<file path="src/rtl/spi_master_arbiter_if.sv">
// ----------------------------------------------------------------------------
// spi_master_arbiter_if
//   Bundles the requester-side handshake and the SPI pin-side signals of
//   spi_master_arbiter. Clock and reset are kept outside the interface.
//
//   master modport : the arbiter itself (drives gnt/done/rdata/busy and pins)
//   slave  modport : requesters plus SPI slave (drive req_* and miso)
//
//   req        requester i asserts and holds until gnt[i]
//   req_rd_wr  per requester: 1 = write, 0 = read
//   req_addr   packed, requester i at [i*ADDR_W +: ADDR_W]
//   req_wdata  packed, requester i at [i*DATA_W +: DATA_W]
//   gnt        one-hot, one-cycle grant pulse
//   done       one-hot, one-cycle pulse in the end-of-frame gap cycle
//   rdata      read data, valid with done of a read frame, held otherwise
//   busy       high from the grant cycle through the gap cycle
//   mosi/miso  serial data, MSB first
//   ssel       slave select, active low
//   rd_wr      frame direction, stable for the whole frame
// ----------------------------------------------------------------------------
interface spi_master_arbiter_if #(
    parameter int NUM_REQ = 4,
    parameter int ADDR_W  = 7,
    parameter int DATA_W  = 8
);
    logic [NUM_REQ-1:0]        req;
    logic [NUM_REQ-1:0]        req_rd_wr;
    logic [NUM_REQ*ADDR_W-1:0] req_addr;
    logic [NUM_REQ*DATA_W-1:0] req_wdata;
    logic [NUM_REQ-1:0]        gnt;
    logic [NUM_REQ-1:0]        done;
    logic [DATA_W-1:0]         rdata;
    logic                      busy;
    logic                      mosi;
    logic                      miso;
    logic                      ssel;
    logic                      rd_wr;

    modport master (
        input  req, req_rd_wr, req_addr, req_wdata, miso,
        output gnt, done, rdata, busy, mosi, ssel, rd_wr
    );

    modport slave (
        output req, req_rd_wr, req_addr, req_wdata, miso,
        input  gnt, done, rdata, busy, mosi, ssel, rd_wr
    );
endinterface

</file>
<file path="src/rtl/spi_master_arbiter.sv">
// ----------------------------------------------------------------------------
// spi_master_arbiter
//   Shares one SPI master port between NUM_REQ requesters. A round-robin
//   arbiter picks a requester while idle; the FSM then runs one frame:
//   ADDR_W address bits, DATA_W data bits (write: shifted out, read: miso
//   shifted in), then a one-cycle gap in which done/rdata are presented.
//
//   sclk  : clock, everything changes and miso is sampled on its rising edge
//   rst   : synchronous, active-high reset
//   bus   : spi_master_arbiter_if.master (requester handshake + SPI pins)
// ----------------------------------------------------------------------------
module spi_master_arbiter #(
    parameter int NUM_REQ = 4,
    parameter int ADDR_W  = 7,
    parameter int DATA_W  = 8
) (
    input  logic                  sclk,
    input  logic                  rst,
    spi_master_arbiter_if.master  bus
);

    localparam int PTR_W   = (NUM_REQ > 1) ? $clog2(NUM_REQ) : 1;
    localparam int CNT_MAX = (ADDR_W > DATA_W) ? ADDR_W : DATA_W;
    localparam int CNT_W   = $clog2(CNT_MAX + 1);

    typedef enum logic [1:0] {
        ST_IDLE,
        ST_ADDR,
        ST_DATA,
        ST_GAP
    } state_t;

    state_t              state_q;
    logic [PTR_W-1:0]    ptr_q;
    logic [PTR_W-1:0]    owner_q;
    logic [CNT_W-1:0]    cnt_q;
    logic [ADDR_W-1:0]   addr_sh_q;
    logic [DATA_W-1:0]   data_sh_q;
    logic [NUM_REQ-1:0]  gnt_q;
    logic [NUM_REQ-1:0]  done_q;
    logic [DATA_W-1:0]   rdata_q;
    logic                busy_q;
    logic                mosi_q;
    logic                ssel_q;
    logic                rd_wr_q;

    // Round-robin pick: first requester at or after ptr_q, wrapping.
    logic                found_d;
    logic [PTR_W-1:0]    win_d;
    logic [PTR_W-1:0]    ptr_d;
    logic [NUM_REQ-1:0]  win_onehot_d;
    logic [ADDR_W-1:0]   win_addr_d;
    logic [DATA_W-1:0]   win_wdata_d;

    // NOTE: every signal driven here gets a default first so no path leaves
    // it unassigned, which would otherwise infer a latch.
    always_comb begin
        found_d      = 1'b0;
        win_d        = ptr_q;
        win_onehot_d = '0;
        // Walk offsets from far to near so the nearest requester wins last.
        for (int k = NUM_REQ - 1; k >= 0; k--) begin
            int idx;
            idx = int'(ptr_q) + k;
            if (idx >= NUM_REQ) begin
                idx = idx - NUM_REQ;
            end
            if (bus.req[idx]) begin
                found_d = 1'b1;
                win_d   = PTR_W'(idx);
            end
        end
        win_onehot_d[win_d] = 1'b1;
        ptr_d       = (win_d == PTR_W'(NUM_REQ - 1)) ? '0 : win_d + PTR_W'(1);
        win_addr_d  = bus.req_addr[int'(win_d)*ADDR_W +: ADDR_W];
        win_wdata_d = bus.req_wdata[int'(win_d)*DATA_W +: DATA_W];
    end

    // NOTE: sequential state uses non-blocking assignments so every register
    // samples the pre-edge values, independent of statement order.
    always_ff @(posedge sclk) begin
        if (rst) begin
            state_q   <= ST_IDLE;
            ptr_q     <= '0;
            owner_q   <= '0;
            cnt_q     <= '0;
            addr_sh_q <= '0;
            data_sh_q <= '0;
            gnt_q     <= '0;
            done_q    <= '0;
            rdata_q   <= '0;
            busy_q    <= 1'b0;
            mosi_q    <= 1'b0;
            ssel_q    <= 1'b1;
            rd_wr_q   <= 1'b0;
        end else begin
            gnt_q  <= '0;
            done_q <= '0;
            case (state_q)
                ST_IDLE: begin
                    if (found_d) begin
                        // Grant cycle is also the first address bit cycle.
                        gnt_q     <= win_onehot_d;
                        owner_q   <= win_d;
                        ptr_q     <= ptr_d;
                        rd_wr_q   <= bus.req_rd_wr[win_d];
                        addr_sh_q <= win_addr_d << 1;
                        data_sh_q <= win_wdata_d;
                        mosi_q    <= win_addr_d[ADDR_W-1];
                        ssel_q    <= 1'b0;
                        busy_q    <= 1'b1;
                        cnt_q     <= '0;
                        state_q   <= ST_ADDR;
                    end
                end

                ST_ADDR: begin
                    if (cnt_q == CNT_W'(ADDR_W - 1)) begin
                        // Reads drive mosi low during the data phase.
                        mosi_q    <= rd_wr_q & data_sh_q[DATA_W-1];
                        data_sh_q <= {data_sh_q[DATA_W-2:0], 1'b0};
                        cnt_q     <= '0;
                        state_q   <= ST_DATA;
                    end else begin
                        mosi_q    <= addr_sh_q[ADDR_W-1];
                        addr_sh_q <= addr_sh_q << 1;
                        cnt_q     <= cnt_q + CNT_W'(1);
                    end
                end

                ST_DATA: begin
                    // One register serves both directions: write bits leave
                    // from the top while miso samples enter at the bottom.
                    data_sh_q <= {data_sh_q[DATA_W-2:0], bus.miso};
                    if (cnt_q == CNT_W'(DATA_W - 1)) begin
                        ssel_q          <= 1'b1;
                        mosi_q          <= 1'b0;
                        done_q[owner_q] <= 1'b1;
                        if (!rd_wr_q) begin
                            rdata_q <= {data_sh_q[DATA_W-2:0], bus.miso};
                        end
                        state_q <= ST_GAP;
                    end else begin
                        mosi_q <= rd_wr_q & data_sh_q[DATA_W-1];
                        cnt_q  <= cnt_q + CNT_W'(1);
                    end
                end

                ST_GAP: begin
                    busy_q  <= 1'b0;
                    state_q <= ST_IDLE;
                end

                default: state_q <= ST_IDLE;
            endcase
        end
    end

    assign bus.gnt   = gnt_q;
    assign bus.done  = done_q;
    assign bus.rdata = rdata_q;
    assign bus.busy  = busy_q;
    assign bus.mosi  = mosi_q;
    assign bus.ssel  = ssel_q;
    assign bus.rd_wr = rd_wr_q;

endmodule
</file>
<file path="src/flat_wrapper.sv">
// flat-port wrapper written by rule: the top's interface ports become plain ports
module spi_master_arbiter_flat 
#(
    parameter int NUM_REQ = 4,
    parameter int ADDR_W  = 7,
    parameter int DATA_W  = 8
)
  (sclk, rst, bus_req, bus_req_rd_wr, bus_req_addr, bus_req_wdata, bus_miso, bus_gnt, bus_done, bus_rdata, bus_busy, bus_mosi, bus_ssel, bus_rd_wr);
  spi_master_arbiter_if #(.NUM_REQ(NUM_REQ), .ADDR_W(ADDR_W), .DATA_W(DATA_W)) bus_i ();
  input  logic sclk;
  input  logic rst;
  input wire logic [$bits(bus_i.req)-1:0] bus_req;
  input wire logic [$bits(bus_i.req_rd_wr)-1:0] bus_req_rd_wr;
  input wire logic [$bits(bus_i.req_addr)-1:0] bus_req_addr;
  input wire logic [$bits(bus_i.req_wdata)-1:0] bus_req_wdata;
  input wire logic [$bits(bus_i.miso)-1:0] bus_miso;
  output wire logic [$bits(bus_i.gnt)-1:0] bus_gnt;
  output wire logic [$bits(bus_i.done)-1:0] bus_done;
  output wire logic [$bits(bus_i.rdata)-1:0] bus_rdata;
  output wire logic [$bits(bus_i.busy)-1:0] bus_busy;
  output wire logic [$bits(bus_i.mosi)-1:0] bus_mosi;
  output wire logic [$bits(bus_i.ssel)-1:0] bus_ssel;
  output wire logic [$bits(bus_i.rd_wr)-1:0] bus_rd_wr;
  assign bus_i.req = bus_req;
  assign bus_i.req_rd_wr = bus_req_rd_wr;
  assign bus_i.req_addr = bus_req_addr;
  assign bus_i.req_wdata = bus_req_wdata;
  assign bus_i.miso = bus_miso;
  assign bus_gnt = bus_i.gnt;
  assign bus_done = bus_i.done;
  assign bus_rdata = bus_i.rdata;
  assign bus_busy = bus_i.busy;
  assign bus_mosi = bus_i.mosi;
  assign bus_ssel = bus_i.ssel;
  assign bus_rd_wr = bus_i.rd_wr;
  spi_master_arbiter #(.NUM_REQ(NUM_REQ), .ADDR_W(ADDR_W), .DATA_W(DATA_W)) u_core (.sclk(sclk), .rst(rst), .bus(bus_i));
endmodule
</file>
<file path="config.mk">
export PLATFORM = sky130hd
export DESIGN_NAME = spi_master_arbiter_flat
export DESIGN_NICKNAME = d
export VERILOG_FILES = /design/src/rtl/spi_master_arbiter_if.sv /design/src/rtl/spi_master_arbiter.sv /design/src/flat_wrapper.sv
export SDC_FILE = /design/constraint.sdc
export NUM_CORES = 1
export LEC_CHECK = 0
export ABC_AREA = 1
export BUFFER_PORTS_ARGS = -buffer_cell sky130_fd_sc_hd__buf_2
export CAP_MARGIN = 20
export CORE_MARGIN = 4
export CORE_UTILIZATION = 52
export CTS_CLUSTER_DIAMETER = 60
export DETAILED_ROUTE_END_ITERATION = 12
export PLACE_DENSITY_LB_ADDON = 0.15
export SYNTH_ARGS = -nofsm -noshare
export SYNTH_HDL_FRONTEND = slang
export SYNTH_SLANG_ARGS = --single-unit
</file>
<file path="constraint.sdc">
create_clock -name sclk -period 2.8 [get_ports sclk]
set_clock_uncertainty 0.2 [all_clocks]
set_input_delay 0.84 -clock sclk [delete_from_list [all_inputs] [get_ports sclk]]
set_output_delay 0.84 -clock sclk [all_outputs]
set_load 0.02 [all_outputs]
</file>
=== Yosys cells after proc, flatten, opt, wreduce, memory -nomap -nowiden ===
Cells that the tools add are included.

* Register bits: 45
* RAM bits: 0
* Bits in read-only memories: 0
* Input port bits: 71
* Bits in latches: 0
* Memories kept: 0

* Add/subtract/negate cells: 9
* Magnitude comparators: 12
* Eq/ne operators: 11
* Multipliers: 1
* Reduce and logical (&&, ||, !) cells: 18
* Multiplexer cells: 54
* Shift-type cells: 2
* Bitwise operators: 6
* Divide/modulo/power cells: 0

{| class="wikitable"
|+ Operators with widths
! kind !! count
|-
| 32-bit by 4-bit less-than comparator with 1-bit output, second input constant || 4
|-
| 32-bit 2-to-1 mux || 4
|-
| 32-bit by 4-bit greater-or-equal comparator with 1-bit output, second input constant || 3
|-
| 32-bit by 4-bit subtractor with 32-bit output, second input constant || 3
|-
| 28-bit by 32-bit variable part select with 7-bit output || 1
|-
| 32-bit by 6-bit variable part select with 8-bit output || 1
|-
| 8-bit one-hot mux with 3 select lines || 1
|-
| 1-bit 2-to-1 mux || 21
|-
| 3-bit AND reduction || 6
|-
| 2-bit 2-to-1 mux || 8
|-
| 8-bit 2-to-1 mux || 2
|-
| 7-bit 2-to-1 mux || 2
|-
| 7-bit one-hot mux with 2 select lines || 1
|-
| 4-bit 2-to-1 mux || 3
|-
| 4-bit one-hot mux with 3 select lines || 1
|-
| 1-bit binary-select mux with 2-bit select || 5
|-
| 4-bit by 3-bit equality test with 1-bit output, second input constant || 2
|-
| 2-bit one-hot mux with 4 select lines || 1
|-
| 2-bit by 2-bit adder with 3-bit output, second input constant || 2
|-
| 2-bit equality test, second input constant || 3
|-
| 2-bit by 3-bit less-than comparator with 1-bit output, second input constant || 2
|-
| 2-bit by 1-bit inequality test with 1-bit output, second input constant || 3
|-
| 2-bit AND reduction || 3
|-
| 2-bit nonzero test || 3
|-
| 18 further kinds || 28
|}

=== Logic depth before layout (Yosys ltp) ===
Gate-level depths: netlist of the first run.

* Depth in word-level cells: 14
* Depth in mapped cells: 17

=== Worst setup path before layout of the first run ===
No wires, ideal clock.

* Kind: input to register
* Start: in bus_req[1]
* End: reg u_core.ptr_q[1]
* Slack: 0.312 ns
* Arrival time: 2.167 ns
* Buffers on the path: 1
* Cell stages on the path: 12
* Cells stage by stage: inv_1 o21ai_2 nand2_2 nand2_1 inv_2 nand3_1 nand2_1 a21oi_4 buf_6 ha_1 o21ai_0 a21oi_1

* Longest elaborated chain between the ends: 9

{| class="wikitable"
|+ RTL lines
! element !! line !! source
|-
| from (decl) || flat_wrapper.sv:12 || <nowiki>input wire logic [$bits(bus_i.req)-1:0] bus_req;</nowiki>
|-
| 1-bit binary-select mux with 2-bit select || spi_master_arbiter.sv:68 || <nowiki>if (bus.req[idx]) begin</nowiki>
|-
| 1-bit 2-to-1 mux (implied by the code) (2 in a row) || spi_master_arbiter.sv:68 ||
|-
| 2-bit 2-to-1 mux (3 in a row) || spi_master_arbiter.sv:68 ||
|-
| 2-bit 2-to-1 mux (*) || spi_master_arbiter.sv:68 ||
|-
| via u_core.win_d[1] || spi_master_arbiter.sv:49 || <nowiki>logic [PTR_W-1:0] win_d;</nowiki>
|-
| 2-bit by 1-bit adder with 2-bit output or 2-bit equality test (tied branches) || spi_master_arbiter.sv:74 || <nowiki>ptr_d = (win_d == PTR_W'(NUM_REQ - 1)) ? '0 : win_d + PTR_W'(1);</nowiki>
|-
| 2-bit 2-to-1 mux (*) || spi_master_arbiter.sv:74 ||
|-
| via u_core.ptr_d[1] || spi_master_arbiter.sv:50 || <nowiki>logic [PTR_W-1:0] ptr_d;</nowiki>
|-
| to (signal assigned) || spi_master_arbiter.sv:105 || <nowiki>ptr_q <= ptr_d;</nowiki>
|-
| to (decl) || spi_master_arbiter.sv:34 || <nowiki>logic [PTR_W-1:0] ptr_q;</nowiki>
|}

The timed path passes the listed nets; every way through them passes the cells marked *. The select of a mux whose other input is x is not followed.
A chain may end at the register's enable or synchronous reset.

=== Worst setup path in the final report of the first run ===
* Start: reg u_core.ptr_q[0]
* End: reg u_core.mosi_q, in the netlist u_core.bus.mosi

* Longest elaborated chain between the ends: 14

{| class="wikitable"
|+ RTL lines
! element !! line !! source
|-
| 2-bit by 2-bit adder with 3-bit output || spi_master_arbiter.sv:64 || <nowiki>idx = int'(ptr_q) + k;</nowiki>
|-
| 32-bit by 4-bit subtractor with 32-bit output or 32-bit by 4-bit greater-or-equal comparator with 1-bit output (tied branches) || spi_master_arbiter.sv:66, spi_master_arbiter.sv:65 ||
|-
| 32-bit 2-to-1 mux || spi_master_arbiter.sv:65 || <nowiki>if (idx >= NUM_REQ) begin</nowiki>
|-
| 1-bit binary-select mux with 2-bit select || spi_master_arbiter.sv:68 ||
|-
| 1-bit 2-to-1 mux (implied by the code) (2 in a row) || spi_master_arbiter.sv:68 ||
|-
| 2-bit 2-to-1 mux (4 in a row) || spi_master_arbiter.sv:68 ||
|-
| 2-bit by 3-bit multiplier with 5-bit output || spi_master_arbiter.sv:75 || <nowiki>win_addr_d = bus.req_addr[int'(win_d)*ADDR_W +: ADDR_W];</nowiki>
|-
| 28-bit by 32-bit variable part select with 7-bit output || spi_master_arbiter.sv:75 ||
|-
| 1-bit 2-to-1 mux || spi_master_arbiter.sv:101 || <nowiki>if (found_d) begin</nowiki>
|-
| 1-bit one-hot mux with 3 select lines || spi_master_arbiter.sv:99 || <nowiki>case (state_q)</nowiki>
|-
| to (signal assigned) || spi_master_arbiter.sv:109 || <nowiki>mosi_q <= win_addr_d[ADDR_W-1];</nowiki>
|-
| to (signal assigned) || spi_master_arbiter.sv:120 || <nowiki>mosi_q <= rd_wr_q & data_sh_q[DATA_W-1];</nowiki>
|-
| to (signal assigned) || spi_master_arbiter.sv:125 || <nowiki>mosi_q <= addr_sh_q[ADDR_W-1];</nowiki>
|-
| to (decl) || spi_master_arbiter.sv:43 || <nowiki>logic mosi_q;</nowiki>
|}

Several ways; a longest one is shown, not always the timed one. The select of a mux whose other input is x is not followed.

==> impl_metrics.tcl, run 1 <==
set metrics [dict create \
    syn_inst 403 \
    cap_violations 0 \
    worst_pin_slew_ns 0.557 \
    drtIter0Drc 130 \
    slew_violations 0 \
    synth_top_cell_by_area "dfxtp_1" \
    min_path_type "register to register" \
    dp_cells 554 \
    required_ns 2.79 \
    worstSetupEndpointType "register" \
    cts_tree "done" \
    synth_xor_area_frac 0.00303 \
    p_per_area_nw_per_um2 1130 \
    synth_top_family_by_area "simple AND/OR/NAND/NOR gates" \
    post-place-ws_ns 0.0500 \
    cp.depth 15 \
    synth-edff-count 0 \
    synth_top_cell_area_share 0.305 \
    drtPass1Iterations 4 \
    die_area_um2 6810 \
    synth.cell_area_um2 2890 \
    synth_top_flop_cell "dfxtp_1" \
    synth.top_cells.by_count "nand2_1, nand3_1, dfxtp_1" \
    num_io_pins 91 \
    worst_setup_path_start_kind "register" \
    wire_per_inst_um 12.7 \
    syn-num-nets 484 \
    ys_ff_latch 44 \
    clockBufferDepth 2 \
    clkLatencyLatePin_ns 0.28 \
    min_path_cells 1 \
    grt_max_degree 37 \
    grt_pass1_wl_um 11900 \
    drive_gt1_frac 0.332 \
    ir_drop_uv 945 \
    root_buffer "clkbuf_8" \
    nets 572 \
    cts_hold_buffers 0 \
    htreeDepth 2 \
    finalCritPeriodShare 0.886 \
    synth.most_common_cell "nand2_1" \
    rows 26 \
    ys_types 31 \
    r2r_cells 15 \
    synth_fa_ha_area_frac 0.0433 \
    cp_data_arrival_time_ns 2.48 \
    final_cells 561 \
    portBuffers 90 \
    wl_um 7120 \
    timing.critical_path.buf_inv 3 \
    setup_viol 0 \
    grt-ovfl-total 0 \
    grt_antenna_before_repair 0 \
    relSlewSlack 0.628 \
    die_y_um 82.5 \
    r2r_slack_ns 0.32 \
    antennaDiodeCount 0 \
    async_reset_ff_frac 0 \
    place_hpwl_um 5470 \
    drc 0 \
    synthSimpleGateAreaFrac 0.394 \
    post_dp_cell_area_um2 3330 \
    numCtsBuffers 5 \
    cts_resized 0 \
    vias 2939 \
    place.gp.congestion 0.852 \
    synth.area.mux_share 0 \
    postSynthAreaPerCell_um2 7.16 \
    fin_area_um2 3410 \
    power_leakage_nw 1.72 \
    worst-setup-path-type "register to register" \
    initial_utilization 0.551 \
    cp_max_fo 19 \
    clkTransAtPathRegs_ns 0.08 \
    antenna_left 0 \
    die_x_um 82.5 \
    outcome "finished clean" \
    postCtsSetupRepairBufs 0 \
    core_area_um2 5240 \
    critPathMostFrequentCell "nand2_1" \
    synthTopCellsByArea "dfxtp_1, nand3_1, nand2_1" \
    ys_seq_area_frac 0.305 \
    fmax_mhz 403 \
    grt_pass1_vias 2780 \
    cp_top_family "simple AND/OR/NAND/NOR gates" \
    area_growth_pct 18.0 \
    yosysWarnings 0 \
    layout_setup_ws_ns 0.319 \
    rsz0062_at_grt "no" \
    grt_util_all_layers 0.218 \
    hold_viol_final 0 \
    post-route-min-period_ns 2.48 \
    slowest_stage "dfxtp_1" \
    synth-compound-area-share 0.150 \
    tns_ns 0 \
    clock-sinks 44 \
    path_cells "inv_8, nand2_1, nand2_2, nand2_2, nand2_1, inv_2, nand3_1, nand2_1, nand2_1, nand2_2, nand3_1, nand3_1, nand3_1, nand2_1, inv_1" \
    viasPerCell 5.24 \
    cpPeakStageDelay_ns 0.68 \
]
## state kept, by name, indices dropped and copies added (netlist names), 2 cells and up
signal	count
u_core.bus.rdata	8
u_core.data_sh_q	8
u_core.addr_sh_q	6
u_core.bus.done	4
u_core.bus.gnt	4
u_core.cnt_q	4
u_core.owner_q	2
u_core.ptr_q	2
u_core.state_q	2
## area by class of cell
class                   instances  area (um2)
clock buffers                   6        72.6
clock inverters                 1        5.00
fillers                       504        1830
inverters                      39         161
multi-input cells             305        1700
flip-flops and latches         44         881
well taps                      70        87.6
repair buffers                 96         495
## cell families (layout without fill, tap and decap cells)
group / count (synthesis) / count (layout)
AO/OA/AOI/OAI: 74 / 74
XOR/XNOR: 1 / 1
AND/OR/NAND/NOR: 220 / 220
flip-flops: 44 / 44
buffers and inverters: 54 / 142
adder cells (fa/ha/maj): 10 / 10
## layout by cell type (no fill, tap or decap), types with 14 or more instances in the layout
cell / Yosys / final
a21oi_1: 21 / 21
buf_2: 2 / 90
dfxtp_1: 44 / 44
inv_1: 32 / 32
nand2_1: 68 / 68
nand2_2: 23 / 23
nand3_1: 64 / 64
nand3_2: 14 / 14
nor2_1: 36 / 36
o21ai_0: 28 / 28
## worst reg2reg max path, delay by kind of cell (launching register included)
family / cells / cell delay [ns]
flops: 1 / 0.68
buf+inv: 3 / 0.20
simple gates: 12 / 1.31
## worst paths after layout
check                             to               from
setup / recovery     u_core.bus.mosi    u_core.ptr_q[0]
hold / removal    u_core.bus.done[2]  u_core.owner_q[0]
setup reg to reg     u_core.bus.mosi    u_core.ptr_q[0]
hold reg to reg   u_core.bus.done[2]  u_core.owner_q[0]
## layer usage
metal / global-route usage / vias to the layer above / share of wire
met5: 0 / - / 0
met4: 0.0637 / 0 / 0.012
met3: 0.0369 / 10 / 0.054
met2: 0.381 / 88 / 0.50
met1: 0.273 / 1326 / 0.44
li1: - / 1515 / -
## report_power, final
part           leakage (nW)  switching (W)  internal [W]
Sequential            0.361       0.000128      0.000798
Combinational          1.32        0.00169      0.000854
Clock                0.0410       0.000202      0.000170
Total                  1.72        0.00202       0.00182
## per-stage QoR
| step | util | hold WS, ns | power [W] |
|---|---|---|---|
| after floorplan | - | 0.221 | 0.00313 |
| after detailed placement | 0.636 | 0.253 | 0.00347 |
| after CTS | 0.651 | 0.264 | 0.00385 |
| after global placement | 0.636 | 0.233 | 0.00342 |
| final | 0.651 | 0.255 | 0.00384 |
| after global routing | 0.651 | 0.272 | 0.00422 |
(Power assumes the default switching activity.)
==> inputs of run 2 (changes only) <==
--- a/config.mk
+++ b/config.mk
@@ -8,6 +8,7 @@
 export ABC_AREA = 1
 export BUFFER_PORTS_ARGS = -buffer_cell sky130_fd_sc_hd__buf_2
 export CAP_MARGIN = 20
+export CORE_ASPECT_RATIO = 0.6
 export CORE_MARGIN = 4
 export CORE_UTILIZATION = 52
 export CTS_CLUSTER_DIAMETER = 60
==> run 2 against run 1 <==
First-iteration DRC count down 5.4%. Fmax up 1.4%. Core utilization up 1.5 points. Critical endpoint unchanged. Clock power up 28%. Die area up 0.57%. Register-to-register slack better by 0.03 ns. Sequential share of layout area down 0.42 points. Global-route usage down 0.48 points. Sequential power about the same. Power up 4.1%. Non-clock buffer count up 2.
==> impl_metrics.tcl, run 2 (synthesis gave the netlist of run 1 again) <==
set metrics [dict create \
    tns_ns 0 \
    rsz0062_at_grt "no" \
    num_io_pins 91 \
    post-route-min-period_ns 2.45 \
    min_path_type "register to register" \
    worstReg2RegStart "u_core.ptr_q[0]" \
    slowest_stage "dfxtp_1" \
    cap_violations 0 \
    grt-ovfl-total 0 \
    wire_per_inst_um 12.6 \
    worstSetupEndpointType "register" \
    power_leakage_nw 1.75 \
    fmax_mhz 409 \
    core_area_um2 5200 \
    switching_share 0.509 \
    pwr-share-clk 0.119 \
    place.gp.congestion 0.862 \
    die_y_um 65.7 \
    clkTransAtPathRegs_ns 0.08 \
    clock-sinks 44 \
    wl_um 7040 \
    nets 574 \
    critPathMostFrequentCell "nand2_1" \
    min_path_cells 1 \
    final_cell_mix "buf_2, nand2_1, nand3_1" \
    relSlewSlack 0.647 \
    p_per_area_nw_per_um2 1150 \
    cp-startpoint "u_core.ptr_q[0]" \
    drive_gt1_frac 0.338 \
    postCtsSetupRepairBufs 0 \
    cts_hold_buffers 0 \
    cpPeakStageDelay_ns 0.66 \
    root_buffer "clkbuf_8" \
    grt_max_degree 32 \
    p_sw_w 0.00203 \
    clkLatencyLatePin_ns 0.29 \
    cts_resized 0 \
    worst-setup-path-type "register to register" \
    antenna_left 0 \
    grt_pass1_wl_um 12200 \
    hold_viol_final 0 \
    rows 20 \
    path_cells "inv_8, nand2_2, nand2_1, nand2_1, nand2_1, inv_2, nand3_1, nand2_1, nand2_1, nand2_2, nand3_1, nand3_1, nand3_1, nand2_1, inv_1" \
    outcome "finished clean" \
    portBuffers 90 \
    htreeDepth 2 \
    antennaDiodeCount 0 \
    area_growth_pct 20.0 \
    slew_violations 0 \
    drc 0 \
    worst_pin_slew_ns 0.529 \
    place_hpwl_um 5630 \
    finalCritPeriodShare 0.874 \
    internal_power_w 0.00196 \
    die_area_um2 6850 \
    grt_pass1_vias 2820 \
    final_common_cell "buf_2" \
    cp_data_arrival_time_ns 2.44 \
    r2r_cells 15 \
    setup_viol 0 \
    required_ns 2.79 \
    drtPass1Iterations 4 \
    ir_drop_uv 532 \
    clockBufferDepth 2 \
    drtIter0Drc 123 \
    holdWs_ns 0.244 \
    hold_start "u_core.owner_q[0]" \
    pwr-share-comb 0.648 \
    initial_utilization 0.555 \
    viasPerCell 5.23 \
    worst_setup_path_start_kind "register" \
    die_x_um 104 \
    grt_antenna_before_repair 0 \
    cts_tree "done" \
    numCtsBuffers 5 \
    grt_util_all_layers 0.213 \
    vias 2929 \
    cp_max_fo 19 \
    seqPwrFrac 0.232 \
]
## run 2: changes by cell type in the layout (fill, tap and decap cells not counted)
cell,previous run,this run
clkinvlp_4,0,1
bufinv_16,0,1
buf_4,6,7
clkbuf_1,1,0
buf_12,0,1
## run 2: metrics by stage
stage                     setup WS, ns   util  std cells  total power (W)  cell area [um2]
after detailed placement         0.133  0.644        552          0.00352             3350
after global routing             0.158  0.665        560          0.00439             3460
final                            0.353  0.665        560          0.00400             3460
after global placement           0.182  0.644        552          0.00347             3350
after floorplan                  0.312      -        403          0.00313             2890
after CTS                        0.364  0.665        560          0.00401             3460
## run 2: power groups by stage
stage	Sequential [W]	Combinational [W]	Clock (W)
after detailed placement	0.000940	0.00258	0
after global placement	0.000939	0.00254	0
after CTS	0.000927	0.00259	0.000484
final	0.000928	0.00259	0.000476
after floorplan	0.000945	0.00218	0
after global routing	0.000946	0.00293	0.000516
## run 2: path summary, 6_finish.rpt
kind / to / slack [ns]
setup / recovery: u_core.bus.mosi / 0.35
hold / removal: u_core.bus.done[2] / 0.24
setup reg to reg: u_core.bus.mosi / 0.35
hold reg to reg: u_core.bus.done[2] / 0.24
## run 2: cell type report
type	instances	area, um2
Fill cell	478	1740
Inverter	39	161
Clock inverter	3	42.5
Clock buffer	5	68.8
Multi-Input combinational cell	305	1700
Tap cell	66	82.6
Timing Repair Buffer	98	523
Sequential cell	44	881
## run 2: worst max-delay path, delay by kind of cell (launching register included)
family,cells,cell delay (ns)
AND/OR/NAND/NOR,12,1.29
flip-flops,1,0.66
buffers and inverters,3,0.20
## run 2: routing by layer
| metal | vias to the layer above | GRT usage | routed length, um |
|---|---|---|---|
| li1 | 1525 | - | - |
| met1 | 1305 | 0.283 | 3410 |
| met2 | 95 | 0.356 | 3050 |
| met3 | 4 | 0.0550 | 554 |
| met4 | 0 | 0.0365 | 24 |
| met5 | - | 0 | 0 |
